==> src/rtl/alu_pkg.sv <==
// Shared ALU definitions used by the divider slice.
// Contents: datapath width, divider step-counter width and divider FSM states.
package alu_pkg;

   localparam int unsigned ALU_WIDTH = 8;
   localparam int unsigned DIV_CNT_W = $clog2(ALU_WIDTH);

   typedef enum logic [1:0] {
      IDLE = 2'd0,
      CALC = 2'd1,
      FIX  = 2'd2
   } div_state_t;

endpackage

==> src/rtl/divider_8bit_if.sv <==
// Start/busy handshake and result bus of the sequential divider.
// Signals: start, a, b (requester -> divider); quotient, remainder, busy,
//   done, div_zero (divider -> requester).
// Modports: master = requester (ALU decoder / bench), slave = divider.
interface divider_8bit_if #(
   parameter int unsigned WIDTH = alu_pkg::ALU_WIDTH
);

   logic             start;
   logic [WIDTH-1:0] a;
   logic [WIDTH-1:0] b;
   logic [WIDTH-1:0] quotient;
   logic [WIDTH-1:0] remainder;
   logic             busy;
   logic             done;
   logic             div_zero;

   modport master (
      output start, a, b,
      input  quotient, remainder, busy, done, div_zero
   );

   modport slave (
      input  start, a, b,
      output quotient, remainder, busy, done, div_zero
   );

endinterface

==> src/rtl/divider_8bit_div_step.sv <==
// One restoring-division step: shift {R,Q} left, trial-subtract D from R.
// Ports: r_i/q_i/d_i current partial remainder, quotient and divisor;
//   r_o/q_o next partial remainder and quotient; borrow_o trial went negative.
module div_step #(
   parameter int unsigned WIDTH = 8
) (
   input  logic [WIDTH-1:0] r_i,
   input  logic [WIDTH-1:0] q_i,
   input  logic [WIDTH-1:0] d_i,
   output logic [WIDTH-1:0] r_o,
   output logic [WIDTH-1:0] q_o,
   output logic             borrow_o
);

   logic [WIDTH:0] r_shift;
   logic [WIDTH:0] trial;

   // On a borrow the shifted remainder is below D, so it fits in WIDTH bits.
   always_comb begin
      r_shift  = {r_i, q_i[WIDTH-1]};
      trial    = r_shift - {1'b0, d_i};
      borrow_o = trial[WIDTH];
      r_o      = borrow_o ? r_shift[WIDTH-1:0] : trial[WIDTH-1:0];
      q_o      = {q_i[WIDTH-2:0], ~borrow_o};
   end

endmodule

==> src/rtl/divider_8bit.sv <==
// Sequential shift/subtract divider: quotient and remainder of a / b, one
// quotient bit per clock, IDLE -> CALC -> FIX -> IDLE.
// Ports: clk, rst_n (async, active-low); bus = divider_8bit_if.slave
//   (start, a, b in; quotient, remainder, busy, done, div_zero out).
// Build option: define DIVIDER_SIGNED_EN for two's-complement operands
//   (quotient truncates toward zero, remainder takes the sign of a).
module divider_8bit
   import alu_pkg::*;
#(
   parameter int unsigned WIDTH = ALU_WIDTH
) (
   input logic           clk,
   input logic           rst_n,
   divider_8bit_if.slave bus
);

   localparam int unsigned CNT_W = $clog2(WIDTH);

   div_state_t       state_q, state_d;
   logic [WIDTH-1:0] r_q, r_d;
   logic [WIDTH-1:0] q_q, q_d;
   logic [WIDTH-1:0] d_q, d_d;
   logic [CNT_W-1:0] count_q, count_d;
   logic             dz_q, dz_d;
   logic [WIDTH-1:0] quotient_q, quotient_d;
   logic [WIDTH-1:0] remainder_q, remainder_d;
   logic             busy_q, busy_d;
   logic             done_q, done_d;
   logic             div_zero_q, div_zero_d;
`ifdef DIVIDER_SIGNED_EN
   logic             neg_q_q, neg_q_d;
   logic             neg_r_q, neg_r_d;
`endif

   logic [WIDTH-1:0] r_step;
   logic [WIDTH-1:0] q_step;
   logic             borrow_step;

   div_step #(.WIDTH(WIDTH)) u_div_step (
      .r_i      (r_q),
      .q_i      (q_q),
      .d_i      (d_q),
      .r_o      (r_step),
      .q_o      (q_step),
      .borrow_o (borrow_step)
   );

   // Quotient bit produced by the step must be the inverse of its borrow.
   step_bit_consistent: assert property (@(posedge clk) disable iff (!rst_n)
      (state_q == CALC) |-> (q_step[0] == ~borrow_step));

   // Next-state and datapath update.
   always_comb begin
      state_d     = state_q;
      r_d         = r_q;
      q_d         = q_q;
      d_d         = d_q;
      count_d     = count_q;
      dz_d        = dz_q;
      quotient_d  = quotient_q;
      remainder_d = remainder_q;
      busy_d      = busy_q;
      done_d      = 1'b0;
      div_zero_d  = div_zero_q;
`ifdef DIVIDER_SIGNED_EN
      neg_q_d     = neg_q_q;
      neg_r_d     = neg_r_q;
`endif

      case (state_q)
         IDLE: begin
            if (bus.start) begin
               // Q holds the dividend magnitude; R starts at zero.
               r_d     = '0;
               count_d = '0;
               busy_d  = 1'b1;
               dz_d    = (bus.b == '0);
`ifdef DIVIDER_SIGNED_EN
               q_d     = bus.a[WIDTH-1] ? WIDTH'(WIDTH'(0) - bus.a) : bus.a;
               d_d     = bus.b[WIDTH-1] ? WIDTH'(WIDTH'(0) - bus.b) : bus.b;
               neg_q_d = bus.a[WIDTH-1] ^ bus.b[WIDTH-1];
               neg_r_d = bus.a[WIDTH-1];
`else
               q_d     = bus.a;
               d_d     = bus.b;
`endif
               state_d = (bus.b == '0) ? FIX : CALC;
            end
         end

         CALC: begin
            r_d     = r_step;
            q_d     = q_step;
            count_d = CNT_W'(count_q + 1'b1);
            if (count_q == CNT_W'(WIDTH - 1)) begin
               state_d = FIX;
            end
         end

         FIX: begin
            // For b==0 the untouched |a| is still in Q; restoring its sign gives a.
            if (dz_q) begin
               quotient_d  = '1;
               div_zero_d  = 1'b1;
`ifdef DIVIDER_SIGNED_EN
               remainder_d = neg_r_q ? WIDTH'(WIDTH'(0) - q_q) : q_q;
`else
               remainder_d = q_q;
`endif
            end else begin
               div_zero_d  = 1'b0;
`ifdef DIVIDER_SIGNED_EN
               quotient_d  = neg_q_q ? WIDTH'(WIDTH'(0) - q_q) : q_q;
               remainder_d = neg_r_q ? WIDTH'(WIDTH'(0) - r_q) : r_q;
`else
               quotient_d  = q_q;
               remainder_d = r_q;
`endif
            end
            done_d  = 1'b1;
            busy_d  = 1'b0;
            state_d = IDLE;
         end

         default: begin
            state_d = IDLE;
         end
      endcase
   end

   // State and output registers.
   always_ff @(posedge clk or negedge rst_n) begin
      if (!rst_n) begin
         state_q     <= IDLE;
         r_q         <= '0;
         q_q         <= '0;
         d_q         <= '0;
         count_q     <= '0;
         dz_q        <= 1'b0;
         quotient_q  <= '0;
         remainder_q <= '0;
         busy_q      <= 1'b0;
         done_q      <= 1'b0;
         div_zero_q  <= 1'b0;
`ifdef DIVIDER_SIGNED_EN
         neg_q_q     <= 1'b0;
         neg_r_q     <= 1'b0;
`endif
      end else begin
         state_q     <= state_d;
         r_q         <= r_d;
         q_q         <= q_d;
         d_q         <= d_d;
         count_q     <= count_d;
         dz_q        <= dz_d;
         quotient_q  <= quotient_d;
         remainder_q <= remainder_d;
         busy_q      <= busy_d;
         done_q      <= done_d;
         div_zero_q  <= div_zero_d;
`ifdef DIVIDER_SIGNED_EN
         neg_q_q     <= neg_q_d;
         neg_r_q     <= neg_r_d;
`endif
      end
   end

   assign bus.quotient  = quotient_q;
   assign bus.remainder = remainder_q;
   assign bus.busy      = busy_q;
   assign bus.done      = done_q;
   assign bus.div_zero  = div_zero_q;

endmodule

==> src/flat_wrapper.sv <==
// flat-port wrapper written by rule: the top's interface ports become plain ports
module divider_8bit_flat import alu_pkg::*;
#(
   parameter int unsigned WIDTH = ALU_WIDTH
)
  (clk, rst_n, bus_start, bus_a, bus_b, bus_quotient, bus_remainder, bus_busy, bus_done, bus_div_zero);
  divider_8bit_if #(.WIDTH(WIDTH)) bus_i ();
  input logic clk;
  input logic rst_n;
  input wire logic [$bits(bus_i.start)-1:0] bus_start;
  input wire logic [$bits(bus_i.a)-1:0] bus_a;
  input wire logic [$bits(bus_i.b)-1:0] bus_b;
  output wire logic [$bits(bus_i.quotient)-1:0] bus_quotient;
  output wire logic [$bits(bus_i.remainder)-1:0] bus_remainder;
  output wire logic [$bits(bus_i.busy)-1:0] bus_busy;
  output wire logic [$bits(bus_i.done)-1:0] bus_done;
  output wire logic [$bits(bus_i.div_zero)-1:0] bus_div_zero;
  assign bus_i.start = bus_start;
  assign bus_i.a = bus_a;
  assign bus_i.b = bus_b;
  assign bus_quotient = bus_i.quotient;
  assign bus_remainder = bus_i.remainder;
  assign bus_busy = bus_i.busy;
  assign bus_done = bus_i.done;
  assign bus_div_zero = bus_i.div_zero;
  divider_8bit #(.WIDTH(WIDTH)) u_core (.clk(clk), .rst_n(rst_n), .bus(bus_i));
endmodule
==> config.mk <==
export PLATFORM = sky130hd
export DESIGN_NAME = divider_8bit_flat
export DESIGN_NICKNAME = d
export VERILOG_FILES = /design/src/rtl/alu_pkg.sv /design/src/rtl/divider_8bit_if.sv /design/src/rtl/divider_8bit_div_step.sv /design/src/rtl/divider_8bit.sv /design/src/flat_wrapper.sv
export SDC_FILE = /design/constraint.sdc
export NUM_CORES = 1
export LEC_CHECK = 0
export ABC_AREA = 0
export BUFFER_PORTS_ARGS = -buffer_cell sky130_fd_sc_hd__buf_2
export CAP_MARGIN = 10
export CORE_UTILIZATION = 50
export CTS_CLUSTER_DIAMETER = 200
export DETAILED_ROUTE_END_ITERATION = 10
export GPL_TIMING_DRIVEN = 0
export PLACE_DENSITY = 0.71
export SYNTH_ARGS = -nofsm -noshare
export SYNTH_HDL_FRONTEND = slang
export SYNTH_HIERARCHICAL = 1
export SYNTH_SLANG_ARGS = --single-unit
export TNS_END_PERCENT = 10
==> constraint.sdc <==
create_clock -name clk -period 3.87 [get_ports clk]
set_clock_uncertainty 0.05 [all_clocks]
set_input_delay 0.774 -clock clk [delete_from_list [all_inputs] [get_ports clk]]
set_output_delay 0.774 -clock clk [all_outputs]
set_load 0.005 [all_outputs]
==> Yosys cells after proc, flatten, opt, wreduce, memory -nomap -nowiden <==
Index checks and enable logic that the tools add are counted.
Widths: inputs -> output; s select.
{ "word_totals": {"output_inout_bits": 19, "regBits": 49, "word_cells": 44, "in_bits": 19} }
{ "op_classes": {"n_addsub": 2, "reduce_logical": 8, "bitwise": 1, "eq_ne": 5, "n_mux": 17} }
{ "op_table": {"columns": ["cell", "n"], "rows": [
  ["$mux 8", 5],
  ["$pmux 8 s2", 2],
  ["$sub 9x8->9", 1],
  ["$logic_not 8->1", 1],
  ["$reduce_and 2->1", 4],
  ["$mux 2", 3],
  ["$pmux 3 s2", 1],
  ["$pmux 2 s2", 1],
  ["$reduce_bool 2->1", 2],
  ["$add 3x1->3 const B", 1],
  ["$eq 3x3->1 const B", 1],
  ["$mux 1", 3],
  ["$mux 3", 1],
  ["$eq 2x1->1 const B", 1],
  ["$eq 2x2->1 const B", 1],
  ["$logic_not 2->1", 1],
  ["$ne 2x1->1 const B", 1],
  ["$ne 2x2->1 const B", 1],
  ["$pmux 1 s2", 1],
  ["$not 1->1", 1]
]} }

==> Depth between registers and ports, before layout <==
Gate-level depths: netlist of run 1.
{ "logic_depth": {"word_depth": 4, "ltp_mapped": 9, "depth_no_buf": 9} }

==> Cells and area by module <==
Netlist of run 1, hierarchy kept.
{ "modules_own_cells": {"columns": ["mod", "instances", "seq_area_each_um2", "cells_each", "area_per_inst_um2"], "rows": [
  ["divider_8bit", 1, 1226.2, 172, 2059.5],
  ["div_step", 1, 0.0, 71, 601.8]
]} }

==> Worst setup path before layout of run 1 <==
OpenSTA, ideal clock, no wires.
{ "synth_path": {"path_kind": "reg2reg", "startpoint": "register u_core.q_q[7]", "endpoint": "register u_core.r_q[2]", "t_arrival_ns": 2.309, "setup_slack_ns": 1.390, "period_less_slack_ns": 2.480, "n_path_buf": 0, "setup_ns": 0.121, "stages_incl_launch_ff": 10, "required_time_ns": 3.699, "path_cell_list": "dfrtp_1 inv_1 ha_1 fa_1 nand2b_2 a21oi_4 a21oi_4 xnor2_4 mux2_4 a22o_1"} }
{ "synth_between": {"elab_chain_len": 3} }
{ "synth_rtl": {"columns": ["item", "line_no", "text"], "rows": [
  ["start: declaration", "divider_8bit.sv:21", "logic [WIDTH-1:0] q_q, q_d;"],
  ["start signal: assignment", "divider_8bit.sv:152", "q_q <= q_d;"],
  ["$sub 9x8->9", "divider_8bit_div_step.sv:21", "trial = r_shift - {1'b0, d_i};"],
  ["$mux 8", "divider_8bit_div_step.sv:23", "r_o = borrow_o ? r_shift[WIDTH-1:0] : trial[WIDTH-1:0];"],
  ["net u_core.r_step[2]", "divider_8bit.sv:35", "logic [WIDTH-1:0] r_step;"],
  ["$pmux 8 s2", "divider_8bit.sv:70", "case (state_q)"],
  ["end signal: assignment", "divider_8bit.sv:151", "r_q <= r_d;"],
  ["end: declaration", "divider_8bit.sv:20", "logic [WIDTH-1:0] r_q, r_d;"]
]} }
The timed path passes the listed nets, and every way through them passes these cells.
A chain may end at the register's enable or synchronous reset.

==> Final worst setup path of run 1 <==
Ends and elaborated chain as after synthesis.

==> results of run 1 <==
[stage by stage]
stage	utilization, %	setup slack (ns)	power, mW	hold slack [ns]
after global routing	59.4	1.10	3.20	0.466
after global placement	57.4	1.23	2.55	0.407
final	59.4	1.21	2.94	0.427
after detailed placement	57.4	1.21	2.60	0.412
after floorplan	-	1.40	2.25	0.413
after CTS	59.4	1.19	2.96	0.432
[power by group through the flow]
| stage | logic, mW | clock network (mW) | registers (mW) |
|---|---|---|---|
| after floorplan | 1.35 | 0 | 0.903 |
| after global placement | 1.61 | 0 | 0.937 |
| after detailed placement | 1.65 | 0 | 0.949 |
| after CTS | 1.66 | 0.366 | 0.938 |
| after global routing | 1.83 | 0.388 | 0.975 |
| final | 1.65 | 0.355 | 0.935 |
[worst min path at each step]
stage / from / to / slack (ns) / depth (start not counted)
final: u_core/bus.busy / u_core/bus.busy / 0.43 / 1
after global routing: u_core/bus.remainder[7] / u_core/bus.remainder[7] / 0.47 / 2
after CTS: u_core/bus.busy / u_core/bus.busy / 0.43 / 1
after detailed placement: u_core/bus.busy / u_core/bus.busy / 0.41 / 1
after global placement: u_core/bus.busy / u_core/bus.busy / 0.41 / 1
after floorplan: u_core/count_q[0] / u_core/count_q[0] / 0.41 / 1
[final cells by class]
class	count	area, sq um	share of cell area [%]
buffer	18	156	5.15
clock buffer	5	68.8	2.27
inverter	13	48.8	1.61
sequential	49	1230	40.4
tap	70	87.6	2.89
timing repair buffer	37	185	6.10
clock inverter	2	35.0	1.15
multi-input combinational	162	1230	40.4
[worst max-delay path, stage by stage (launching register included)]
cell,delay (ns)
sky130_fd_sc_hd__dfrtp_1,0.41
sky130_fd_sc_hd__inv_1,0.08
sky130_fd_sc_hd__ha_1,0.22
sky130_fd_sc_hd__fa_1,0.39
sky130_fd_sc_hd__nand2b_2,0.23
sky130_fd_sc_hd__a21oi_4,0.17
sky130_fd_sc_hd__a21oi_4,0.09
sky130_fd_sc_hd__xnor2_4,0.36
sky130_fd_sc_hd__mux2_4,0.34
sky130_fd_sc_hd__a22o_1,0.21
[sequential cells by signal, indices dropped and copies added, names as in the netlist]
name	flops
u_core/bus.quotient	8
u_core/bus.remainder	8
u_core/d_q	8
u_core/q_q	8
u_core/r_q	8
u_core/count_q	3
u_core/state_q	2
u_core/bus.busy	1
u_core/bus.div_zero	1
u_core/bus.done	1
u_core/dz_q	1
[metal layers]
metal	up-vias	part of all wire (%)	wire (microns)
li1	916	-	-
met1	888	48	2420
met2	43	48	2440
met3	7	3.2	164
met4	0	1.1	58
met5	-	0	0
==> out/summary.md, run 1 <==
Gates resized during post-CTS repair numbered 0. The share of total power dissipated in combinational logic is 56.2%. In the final timing run, aggregate negative setup slack is 0 ns.

The critical path ends at u_core/r_q[2]. The hold violation total from the final report is 0, and the fmax is 376 MHz. For the largest vdd supply drop, the log shows 0.491 mV. The share of final-layout standard cells stronger than drive strength 1 was 31.1%; the data required time of the worst path was 4.01 ns. The run gives 38 as the number of top-level design ports. The library cell used most frequently in the layout, excluding fill and tap cells, is sky130_fd_sc_hd__dfrtp_1.

For this run, global-route usage on met2 was measured as 35.3%. The cell area that synthesis handed to floorplanning was 0.00266 sq mm. The number of placed instances, taps included, is 349. The logs give 5 for the number of buffers inserted during clock tree synthesis and 49 for the number of sinks handled by clock tree synthesis. For the design internal power, the log shows 1.82 mW. The tools report the final setup violation count as 0.

TritonCTS built the clock tree. For this run, global-route usage on met1 was measured as 26.5%. STA puts the critical path data arrival time at 2.80 ns.

The clock passes through at most 2 buffers. Leaving out fill and tap cells, the most frequent cells in the layout are sky130_fd_sc_hd__dfrtp_1 (49), sky130_fd_sc_hd__buf_2 (39), sky130_fd_sc_hd__nand2_1 (31). The areal power density over the cells is 970 mW/mm^2, and the proportion of power drawn by flip-flops and latches is 31.8%.

The first detailed-routing pass ran for 4 iterations. The count of port buffers added during placement works out to 37. The reg-to-reg critical path startpoint is u_core/q_q[7]. The most critical setup path has its startpoint at u_core/q_q[7]. For the global routing usage on met3, the log shows 4.42%.

The post-placement cell area is 0.00293 sq mm, and the initial antenna violation count is 0. Along the worst path, the maximum fanout reaches 9. The routability congestion estimate is 0.773, and the total routing resource utilization after global routing is 20.7%.

The tools report the number of buffers inserted by hold repair at cts as 0. The global routing stage identified its most utilized layer as met2. Setup repair after global routing left no endpoint under its margin. The number of cells on the worst reg-to-reg path is 9.

The routed design has 5080 microns of wire. CTS built an H-tree with a depth of 2. The total number of vias came out at 1854. The synthesized net count was 272. The total non-filler cell area in the finished layout is 0.00303 sq mm, and the time the worst path needs with I/O delays and setup is 2.66 ns. After detailed routing, the number of remaining DRC violations is 0. For the total number of yosys warnings, the log shows 6. The element type at the critical path start is a flip-flop. The number of global-route vias before repair was 1816.

Fill cells in the final layout number 448. Clock latency on the worst-skew pair, taken at its later pin, is 0.30 ns. The tools report the half-perimeter wire length after detailed placement as 3840 microns. The run finished with clean final reports.

0 antenna diodes ended up in the layout. The detailed router finished its first iteration with 108 violations. For this run, the post-layout net count is 316. The root cell of the clock tree is sky130_fd_sc_hd__clkbuf_8. The tool flagged a number of max-cap violations equal to 0. Entering global routing, the biggest net connects 50 pins. Dividing the detail-routed wire length by the instance count gives 14.3 microns. The floorplan step defined a core boundary enclosing 0.00511 sq mm.

The die covers 0.00561 sq mm. Synthesis handed over a netlist of 242 instances. The type of the setup path with the least slack was flip-flop to flip-flop. The first global-routing pass estimated 8600 microns of wire. For the pin with the worst max-slew slack, the measured transition is 1.07 ns.

Total overflow reported by the global router: 0. The capturing point of the worst reg2reg path is u_core/r_q[2]. Measured against its own limit, the worst slew margin works out to 28.6%.

Across all register-to-register paths, the minimum setup slack is 1.21 ns. Dividing the detail-routed via count by the number of cells gives 5.21. Net switching is 38.0% of the power. The starting density of the core is 52.0%, and the overall die height is 74.9 microns. The number of buffers inserted to repair setup after CTS was 0. The tightest min-delay check is of the flip-flop to flip-flop type.

In this run the core area contains 26 standard-cell rows. The run gives 1.49 nW as the leakage dissipation. The reported net switching power came out at 1.12 mW. Once layout is complete, the cells apart from fillers number 356. The final critical-path share of the clock period is 68.8%. The total count of max-transition violations in the final report was 0. Compared with the post-synthesis result, the final layout area differs by 14.2%. The share of total power dissipated in the clock network is 12.1%.

Post-detailed-route count of antenna-violating nets: 0. STA classifies the critical path endpoint as a flip-flop. The floorplan step set the die width to 74.9 microns. Averaged over all synthesized cells, the footprint is 11.0 sq um. After clock tree synthesis, the clock-pin slew on the worst setup and hold paths is 0.09 ns.
Power figures use the tool's default switching activity.
==> inputs of run 2 (changes only) <==
--- a/config.mk
+++ b/config.mk
@@ -5,14 +5,14 @@
 export SDC_FILE = /design/constraint.sdc
 export NUM_CORES = 1
 export LEC_CHECK = 0
-export ABC_AREA = 0
+export ABC_AREA = 1
 export BUFFER_PORTS_ARGS = -buffer_cell sky130_fd_sc_hd__buf_2
 export CAP_MARGIN = 10
 export CORE_UTILIZATION = 50
 export CTS_CLUSTER_DIAMETER = 200
 export DETAILED_ROUTE_END_ITERATION = 10
 export GPL_TIMING_DRIVEN = 0
-export PLACE_DENSITY = 0.71
+export PLACE_DENSITY = 0.74
 export SYNTH_ARGS = -nofsm -noshare
 export SYNTH_HDL_FRONTEND = slang
 export SYNTH_HIERARCHICAL = 1
==> constraint.sdc (replaced) <==
create_clock -name clk -period 2.3 [get_ports clk]
set_clock_uncertainty 0.05 [all_clocks]
set_input_delay 0.46 -clock clk [delete_from_list [all_inputs] [get_ports clk]]
set_output_delay 0.46 -clock clk [all_outputs]
set_load 0.005 [all_outputs]
==> run 2 against run 1 <==
Against the previous run:
- sequential power up 59%
- worst setup slack got worse by 1.0 ns
- core utilization up 0.35 points
- largest power group unchanged
- register-to-register slack worse by 1.0 ns
- combinational power is 44% higher
==> out/summary.md, run 2 <==
The flow ran to the end, and the final reports show no timing, DRC or antenna violations. The area of all sequential standard cells was 0.00123 sq mm (+0.10%); the data required time of the worst path was 2.45 ns (-1.56 ns). The largest vdd supply drop was 0.671 mV (+37%).

The tools report the total number of vias as 2275 (+23%). The deepest clock path buffer count is 2 (unchanged). The run gives 0 (unchanged) as the post-detailed-route count of antenna-violating nets. Share of final-layout standard cells stronger than drive strength 1: 20.4% (-11 points). The count of port buffers added during placement was 37 (unchanged); the die area was 0.00568 sq mm (+1.2%). The areal power density over the cells is 1440 mW/mm^2 (+48%). The tools report the number of global-route vias before repair as 2014 (+11%). The average detailed-routed wire length per instance works out to 12.1 microns (-15%).

The worst setup path is launched from a flip-flop. Die outline width: 75.4 microns (+0.61%). The reported net switching power was 1.96 mW (+76%); the proportion of power drawn by flip-flops and latches was 33.7% (+1.9 points). Number of top-level design ports: 38 (unchanged). The aggregate routed wire length was 5670 microns (+12%); the synthesis-to-layout area growth was 14.1% (about the same).

The CTS clock-pin slew for the worst setup and hold paths is 0.10 ns (about the same). The run gives 0.31 ns (about the same) as the source-to-sink clock delay at the later pin of the worst-skew pair. The placeable core region was 0.00514 sq mm (+0.64%); the highest fanout seen on the critical path was 9 (unchanged). The min-delay analysis places its worst path in the category input pin to asynchronous set/reset pin. Cell repeated most along the worst path: sky130_fd_sc_hd__nand2_1.

Maximum number of pins on one net before global-route repair: 50 (unchanged). The endpoint identified for the worst register-to-register timing path is u_core/r_q[7]. The delay of the slowest cell on the worst path works out to 0.41 ns (about the same).

The tools report the remaining routing DRC violations as 0 (unchanged). The library cell used most frequently in the layout, excluding fill and tap cells, is sky130_fd_sc_hd__nand2_1. The transition at the pin with the smallest max-transition slack was 1.10 ns (+0.0297 ns); the total count of max-transition violations in the final report was 0 (unchanged).

The run gives 0 (unchanged) as the antenna diode count. The tools report the count of mapped cells out of synthesis as 351 (+45%). The overall die height is 75.4 microns (+0.61%), and the number of buffers inserted during clock tree synthesis is 5 (unchanged). The run gives 517 (+15%) as the count of fill cells added during filler insertion. The number of maximum-capacitance constraint violations came out at 0 (unchanged).

The cell sitting at the root of the clock tree is a sky130_fd_sc_hd__clkbuf_8. The critical path goes through inv_1 > ha_1 > fa_1 > inv_1 > nand2_1 > nand2_1 > nand3_2 > nand3_4 > nand2_8 > nand2_1 > nand2_1 > nand2_1 > o21ai_0. The switching fraction of total power is 44.5% (+6.5 points). The logs give 1.70 nW (+14%) for the leakage dissipation and 0 ns (unchanged) for the accumulated negative setup slack. The logs give 0 (unchanged) for the final setup violation count and 4240 microns (+10%) for the half-perimeter wire length after detailed placement. The count of buffer and inverter cells on the critical path is 2 (+1), and the fmax is 475 MHz (+26%). The total number of yosys warnings is 6 (unchanged), and the final critical-path share of the clock period is 91.5% (+23 points).

Routability congestion estimate: 0.804 (+4.0%). The tools report the design internal power as 2.45 mW (+34%). The time the worst path needs with I/O delays and setup was 2.10 ns (-0.557 ns); the number of buffers inserted by hold repair at cts was 0 (unchanged).

The logs give 32.5% (+6.0 points) for the met1 track demand over resource in global routing and 0 (unchanged) for the total overflow reported by the global router. The worst setup path is of the flip-flop to flip-flop kind. The tools report the combinational share of power as 53.6% (-2.6 points).

TritonCTS built the clock tree. The initial antenna violation count came out at 0 (unchanged). Area taken by multi-input logic gates: 0.00122 sq mm (-0.41%). For the clock network fraction of design power, the log shows 12.7% (+0.6 points). The detail-routed via count per cell works out to 4.87 (-6.5%). The number of sinks handled by clock tree synthesis is 49 (unchanged), and the post-synthesis average cell area is 7.67 sq um (-30%).

The layout net count is 426 (+35%). The logs give 59.8% (+0.35 points) for the post-layout utilization of the core and 4 (unchanged) for the number of search-and-repair iterations in the first detailed-routing pass. The hold violation total from the final report is 0 (unchanged). The logs give 0.20 ns (-1.01 ns) for the setup slack of the most critical reg-to-reg path and 2.25 ns (-0.55 ns) for the arrival time of data at the critical path endpoint.

The run gives 26.6% (-2.0 points) as the relative max-transition margin. The number of rows created at floorplan is 26 (unchanged). The global routing usage on met3 was 3.57% (-0.85 points). The library cells used most frequently in the layout, excluding fill and tap cells, are sky130_fd_sc_hd__nand2_1 (140), sky130_fd_sc_hd__dfrtp_1 (48), sky130_fd_sc_hd__buf_2 (40). The tools report the total routing resource utilization after global routing as 22.2% (+1.4 points).

The number of H-tree branching levels was 2 (unchanged). The reg-to-reg critical path startpoint was u_core/q_q[7]. The logic depth of the worst register-to-register path is 13 (+4). Setup repair after global routing left no endpoint under its margin. The run gives 381 (+40%) as the synthesized net count. The run gives 0.00269 sq mm (+1.3%) as the mapped cell area. The layer with the highest usage after global routing is met2. The global-route met2 utilization came out at 34.2% (-1.1 points).

The critical path's slowest cell is sky130_fd_sc_hd__fa_1. For the iteration-0 DRC count of the detailed router, the log shows 179 (+66%). The kind of cell adding the most delay to the critical path was simple AND/OR/NAND/NOR gates.

The worst setup path is captured at a flip-flop. The starting density of the core is 52.4% (+0.33 points), and the wire length of the first global-routing pass is 9410 microns (+9.4%).
-- run 2: cell count changes in the layout (fill, tap and decap cells not counted), sizes merged, moves of 3 or more --
cell and delta:
a211oi -3, a21oi +9, a22o -10, buf -3, inv +25, mux2 -13, mux2i -20, nand2 +115
nand2b -4, nand3 +12, nor2 +16, o211ai +4, o21ai -8
-- run 2: layout make-up --
type                       instances  area share, %
timing repair buffer              38           6.27
inverter                          38           4.64
sequential                        49           40.0
clock buffer                       6           2.69
multi-input combinational        249           39.8
clock inverter                     2          0.530
tap                               70           2.85
buffer                            15           3.30
-- run 2: what timing repair did --
item                       4_1_cts  5_1_grt
buffers inserted                 0        1
setup endpoints to repair        0        9
resized for setup                0        1
-- run 2: worst max path at each step --
stage	start	endpoint	slack (ns)	cells after the start
final	u_core/q_q[7]	u_core/r_q[7]	0.20	13
after global routing	u_core/q_q[7]	u_core/r_q[2]	0.03	14
after CTS	u_core/q_q[7]	u_core/q_q[0]	0.11	12
after detailed placement	u_core/q_q[7]	u_core/r_q[7]	0.14	13
after global placement	u_core/q_q[7]	u_core/r_q[7]	0.16	13
after floorplan	u_core/q_q[7]	u_core/r_q[2]	0.38	13
-- run 2: power by group through the flow --
stage	sequential [mW]	clock, mW	combinational, mW
global route	1.54	0.598	2.71
CTS	1.50	0.567	2.35
global placement	1.50	0	2.27
finish	1.49	0.561	2.37
floorplan	1.46	0	1.79
detailed placement	1.51	0	2.34
-- run 2: stage by stage --
step	setup WS (ns)	power, mW	std cells	area (sq um)	hold WS [ns]
floorplan	0.383	3.25	351	2690	0.114
global placement	0.164	3.76	458	2960	0.404
detailed placement	0.140	3.86	458	2960	0.404
CTS	0.106	4.42	466	3060	0.311
global route	0.0337	4.85	467	3070	0.322
finish	0.195	4.41	467	3070	0.290
-- run 2: layer usage --
metal,vias up,part of all wire (%)
li1,1166,-
met1,1053,47
met2,49,47
met3,7,4.4
met4,0,1.1
met5,-,0
==> inputs of run 3 (changes only) <==
--- a/config.mk
+++ b/config.mk
@@ -8,11 +8,13 @@
 export ABC_AREA = 1
 export BUFFER_PORTS_ARGS = -buffer_cell sky130_fd_sc_hd__buf_2
 export CAP_MARGIN = 10
+export CORE_ASPECT_RATIO = 2
 export CORE_UTILIZATION = 50
 export CTS_CLUSTER_DIAMETER = 200
 export DETAILED_ROUTE_END_ITERATION = 10
 export GPL_TIMING_DRIVEN = 0
 export PLACE_DENSITY = 0.74
+export SETUP_SLACK_MARGIN = 0.4
 export SYNTH_ARGS = -nofsm -noshare
 export SYNTH_HDL_FRONTEND = slang
 export SYNTH_HIERARCHICAL = 1
==> run 3 against run 2 <==
Against the previous run:
- worst hold slack better by 0.0045 ns
- sequential share of layout area is 2.1 points lower
- count of clock-buffer cells in the layout did not move
- die area grew 0.32%
- final area increased by 5.7%
- cell count fell by 1.1%
- fmax is 9.9% higher
- sequential power about the same
- flip-flop and latch count did not move
- worst setup slack gained 0.19 ns
- critical path depth is 1 higher
- combinational power up 19%
- largest cell class is now multi-input gates
- largest power group unchanged
==> out/summary.md, run 3 (synthesis gave the netlist of run 2 again) <==
The commonest non-fill, non-tap cell in the layout is sky130_fd_sc_hd__nand2_1. Area of all sequential standard cells: 0.00123 sq mm (+0.10%). The die area came out at 0.00570 sq mm (+0.32%). The total overflow reported by the global router was 0 (unchanged); the transition at the pin with the smallest max-transition slack was 1.06 ns (-0.0385 ns). The total count of max-transition violations in the final report is 0 (unchanged), and the minimum hold slack is 0.294 ns (+0.00452 ns). The tools report the remaining routing DRC violations as 0 (unchanged). The tools report the antenna diode count as 0 (unchanged). The run gives 0.30 ns (about the same) as the source-to-sink clock delay at the later pin of the worst-skew pair. The tools report the post-detailed-route count of antenna-violating nets as 0 (unchanged). Setup repair after global routing could not meet its margin everywhere. The tools report the capturing point of the worst reg2reg path as u_core/r_q[5]. The overall die height is 106 microns (+40%), and the hold violation total from the final report is 0 (unchanged). The flow ran to the end, and the final reports show no timing, DRC or antenna violations. For the number of buffers inserted by hold repair at cts, the log shows 0 (unchanged). The number of H-tree branching levels was 2 (unchanged); the number of global-route vias before repair was 2492 (+24%).

The maximum number of pins on one net before global-route repair is 50 (unchanged). The number of maximum-capacitance constraint violations is 0 (unchanged). The library cells used most frequently in the layout, excluding fill and tap cells, are sky130_fd_sc_hd__nand2_1 (133), sky130_fd_sc_hd__dfrtp_1 (47), sky130_fd_sc_hd__buf_2 (40).

The startpoint identified for the worst register-to-register timing path is u_core/q_q[7]. The final setup violation count came out at 0 (unchanged). The number of rows created at floorplan is 37 (+42%), and the worst setup margin is 0.385 ns (+0.190 ns). The highest fanout seen on the critical path is 6 (-3). The element type at the critical path start was a flip-flop. The data required time of the worst path was 2.49 ns (+0.04 ns); the total routing resource utilization after global routing was 25.6% (+3.4 points). For the largest vdd supply drop, the log shows 0.902 mV (+34%). The areal power density over the cells came out at 1530 mW/mm^2 (+6.7%). The number of top-level design ports was 38 (unchanged). The area growth from synthesis to layout is 20.7%. The CTS clock-pin slew for the worst setup and hold paths was 0.09 ns (about the same); the area taken by multi-input logic gates was 0.00136 sq mm (+11%).

The run gives 470 (-9.1%) as the count of fill cells added during filler insertion. TritonCTS built the clock tree. The layout net count is 433 (+1.6%). In this run the worst hold path is classified as input pin to asynchronous set/reset pin. The half-perimeter wire length after detailed placement came out at 4470 microns (+5.6%). The tools report the initial antenna violation count as 0 (unchanged). By startpoint and endpoint, the worst setup path is classified as flip-flop to flip-flop. The tools report the placeable core region as 0.00514 sq mm (about the same). For the wire length of the first global-routing pass, the log shows 10400 microns (+11%).

The worst setup path is captured at a flip-flop. The accumulated negative setup slack was 0 ns (unchanged); the die outline width was 53.9 microns (-29%). The setup slack of the most critical reg-to-reg path was 0.38 ns (+0.19 ns); the average detailed-routed wire length per instance was 13.6 microns (+12%). The count of port buffers added during placement works out to 37 (unchanged). The logs give 6290 microns (+11%) for the aggregate routed wire length and 522 MHz (+9.9%) for the fmax. The number of buffers inserted during clock tree synthesis was 5 (unchanged); the number of sinks handled by clock tree synthesis was 49 (unchanged). The time the worst path needs with I/O delays and setup was 1.92 ns (-0.190 ns); the detail-routed via count per cell was 5.18 (+6.3%). The share of final-layout standard cells stronger than drive strength 1 is 25.5% (+5.1 points).

The logic depth of the worst register-to-register path works out to 14 (+1). The final critical-path share of the clock period was 83.3% (-8.2 points). The tools report the root cell of the clock tree as sky130_fd_sc_hd__clkbuf_8.

The run gives 54 (-70%) as the iteration-0 DRC count of the detailed router. The post-placement cell area was 0.00295 sq mm (-0.42%); the number of search-and-repair iterations in the first detailed-routing pass was 4 (unchanged). Routability congestion estimate: 0.826 (+2.8%). For the leakage dissipation, the log shows 1.74 nW (+2.5%).

The deepest clock path buffer count is 2 (unchanged), and the arrival time of data at the critical path endpoint is 2.10 ns (-0.15 ns). Relative max-transition margin: 29.2% (+2.6 points). The minimum setup slack after placement was 0.160 ns (+0.0197 ns); the total number of vias was 2392 (+5.1%). The total non-filler cell area in the finished layout was 0.00325 sq mm (+5.7%). The starting density of the core was 52.4% (about the same).
[run 3: cell types whose count changed in the layout (fill, tap and decap cells not counted), moves of 2 or more]
cell,delta
sky130_fd_sc_hd__o21ai_1,+4
sky130_fd_sc_hd__inv_1,-2
sky130_fd_sc_hd__o21ai_0,-4
sky130_fd_sc_hd__nand2_4,+2
sky130_fd_sc_hd__nand2_2,+6
sky130_fd_sc_hd__nand2_1,-7
sky130_fd_sc_hd__ha_1,-4
sky130_fd_sc_hd__inv_2,+2
sky130_fd_sc_hd__ha_4,+4
sky130_fd_sc_hd__buf_4,+4
sky130_fd_sc_hd__nand3_4,+2
[run 3: where the power goes]
group	leakage (nW)	switching [mW]	internal (mW)	total, mW
Combinational	1.07	1.66	1.17	2.83
Sequential	0.609	0.267	1.23	1.50
Clock	0.0574	0.292	0.354	0.645
Total	1.74	2.22	2.76	4.98
[run 3: layout make-up]
type,instances,area share (%)
buffer,15,3.12
clock buffer,6,2.54
clock inverter,2,1.16
inverter,38,4.39
multi-input combinational,252,41.9
sequential,49,37.8
tap,58,2.23
timing repair buffer,42,6.86
[run 3: timing repair]
item	CTS	global route
pin swaps	5	9
buffers inserted	4	1
setup endpoints to repair	9	9
gates resized for setup	13	13
gates cloned	3	0
[run 3: metal layers]
layer  vias up  global-route usage, %  routed length [microns]
li1       1190                      -                        -
met3        33                   3.46                      161
met5         -                      0                        0
met4         0                   18.2                      430
met1      1096                   23.3                     2220
met2        73                   46.8                     3470
[run 3: metrics by stage]
| stage | cells | power [mW] | util, % |
|---|---|---|---|
| floorplan | 351 | 3.25 | - |
| global placement | 446 | 3.79 | 57.4 |
| detailed placement | 446 | 3.89 | 57.4 |
| CTS | 461 | 4.83 | 62.1 |
| global route | 462 | 5.46 | 63.2 |
| finish | 462 | 4.98 | 63.2 |
[run 3: worst max path at each step]
stage	from	to	slack (ns)
after floorplan	u_core/q_q[7]	u_core/r_q[2]	0.43
after global placement	u_core/q_q[7]	u_core/r_q[7]	0.19
after detailed placement	u_core/q_q[7]	u_core/r_q[7]	0.16
after CTS	u_core/d_q[0]	u_core/r_q[7]	0.36
after global routing	u_core/q_q[7]	u_core/r_q[2]	0.27
final	u_core/q_q[7]	u_core/r_q[5]	0.38
[run 3: worst max-delay path, cell delays in order, from the launching register on]
cell	delay (ns)
sky130_fd_sc_hd__dfrtp_2	0.39
sky130_fd_sc_hd__inv_2	0.05
sky130_fd_sc_hd__ha_4	0.16
sky130_fd_sc_hd__fa_2	0.35
sky130_fd_sc_hd__inv_2	0.06
sky130_fd_sc_hd__nand2_2	0.05
sky130_fd_sc_hd__nand2_4	0.07
sky130_fd_sc_hd__nand3_4	0.10
sky130_fd_sc_hd__nand2_4	0.12
sky130_fd_sc_hd__nand2_8	0.08
sky130_fd_sc_hd__nand2_4	0.10
sky130_fd_sc_hd__nand2_2	0.05
sky130_fd_sc_hd__nand2_1	0.06
sky130_fd_sc_hd__nand2_1	0.05
sky130_fd_sc_hd__nand2_1	0.08
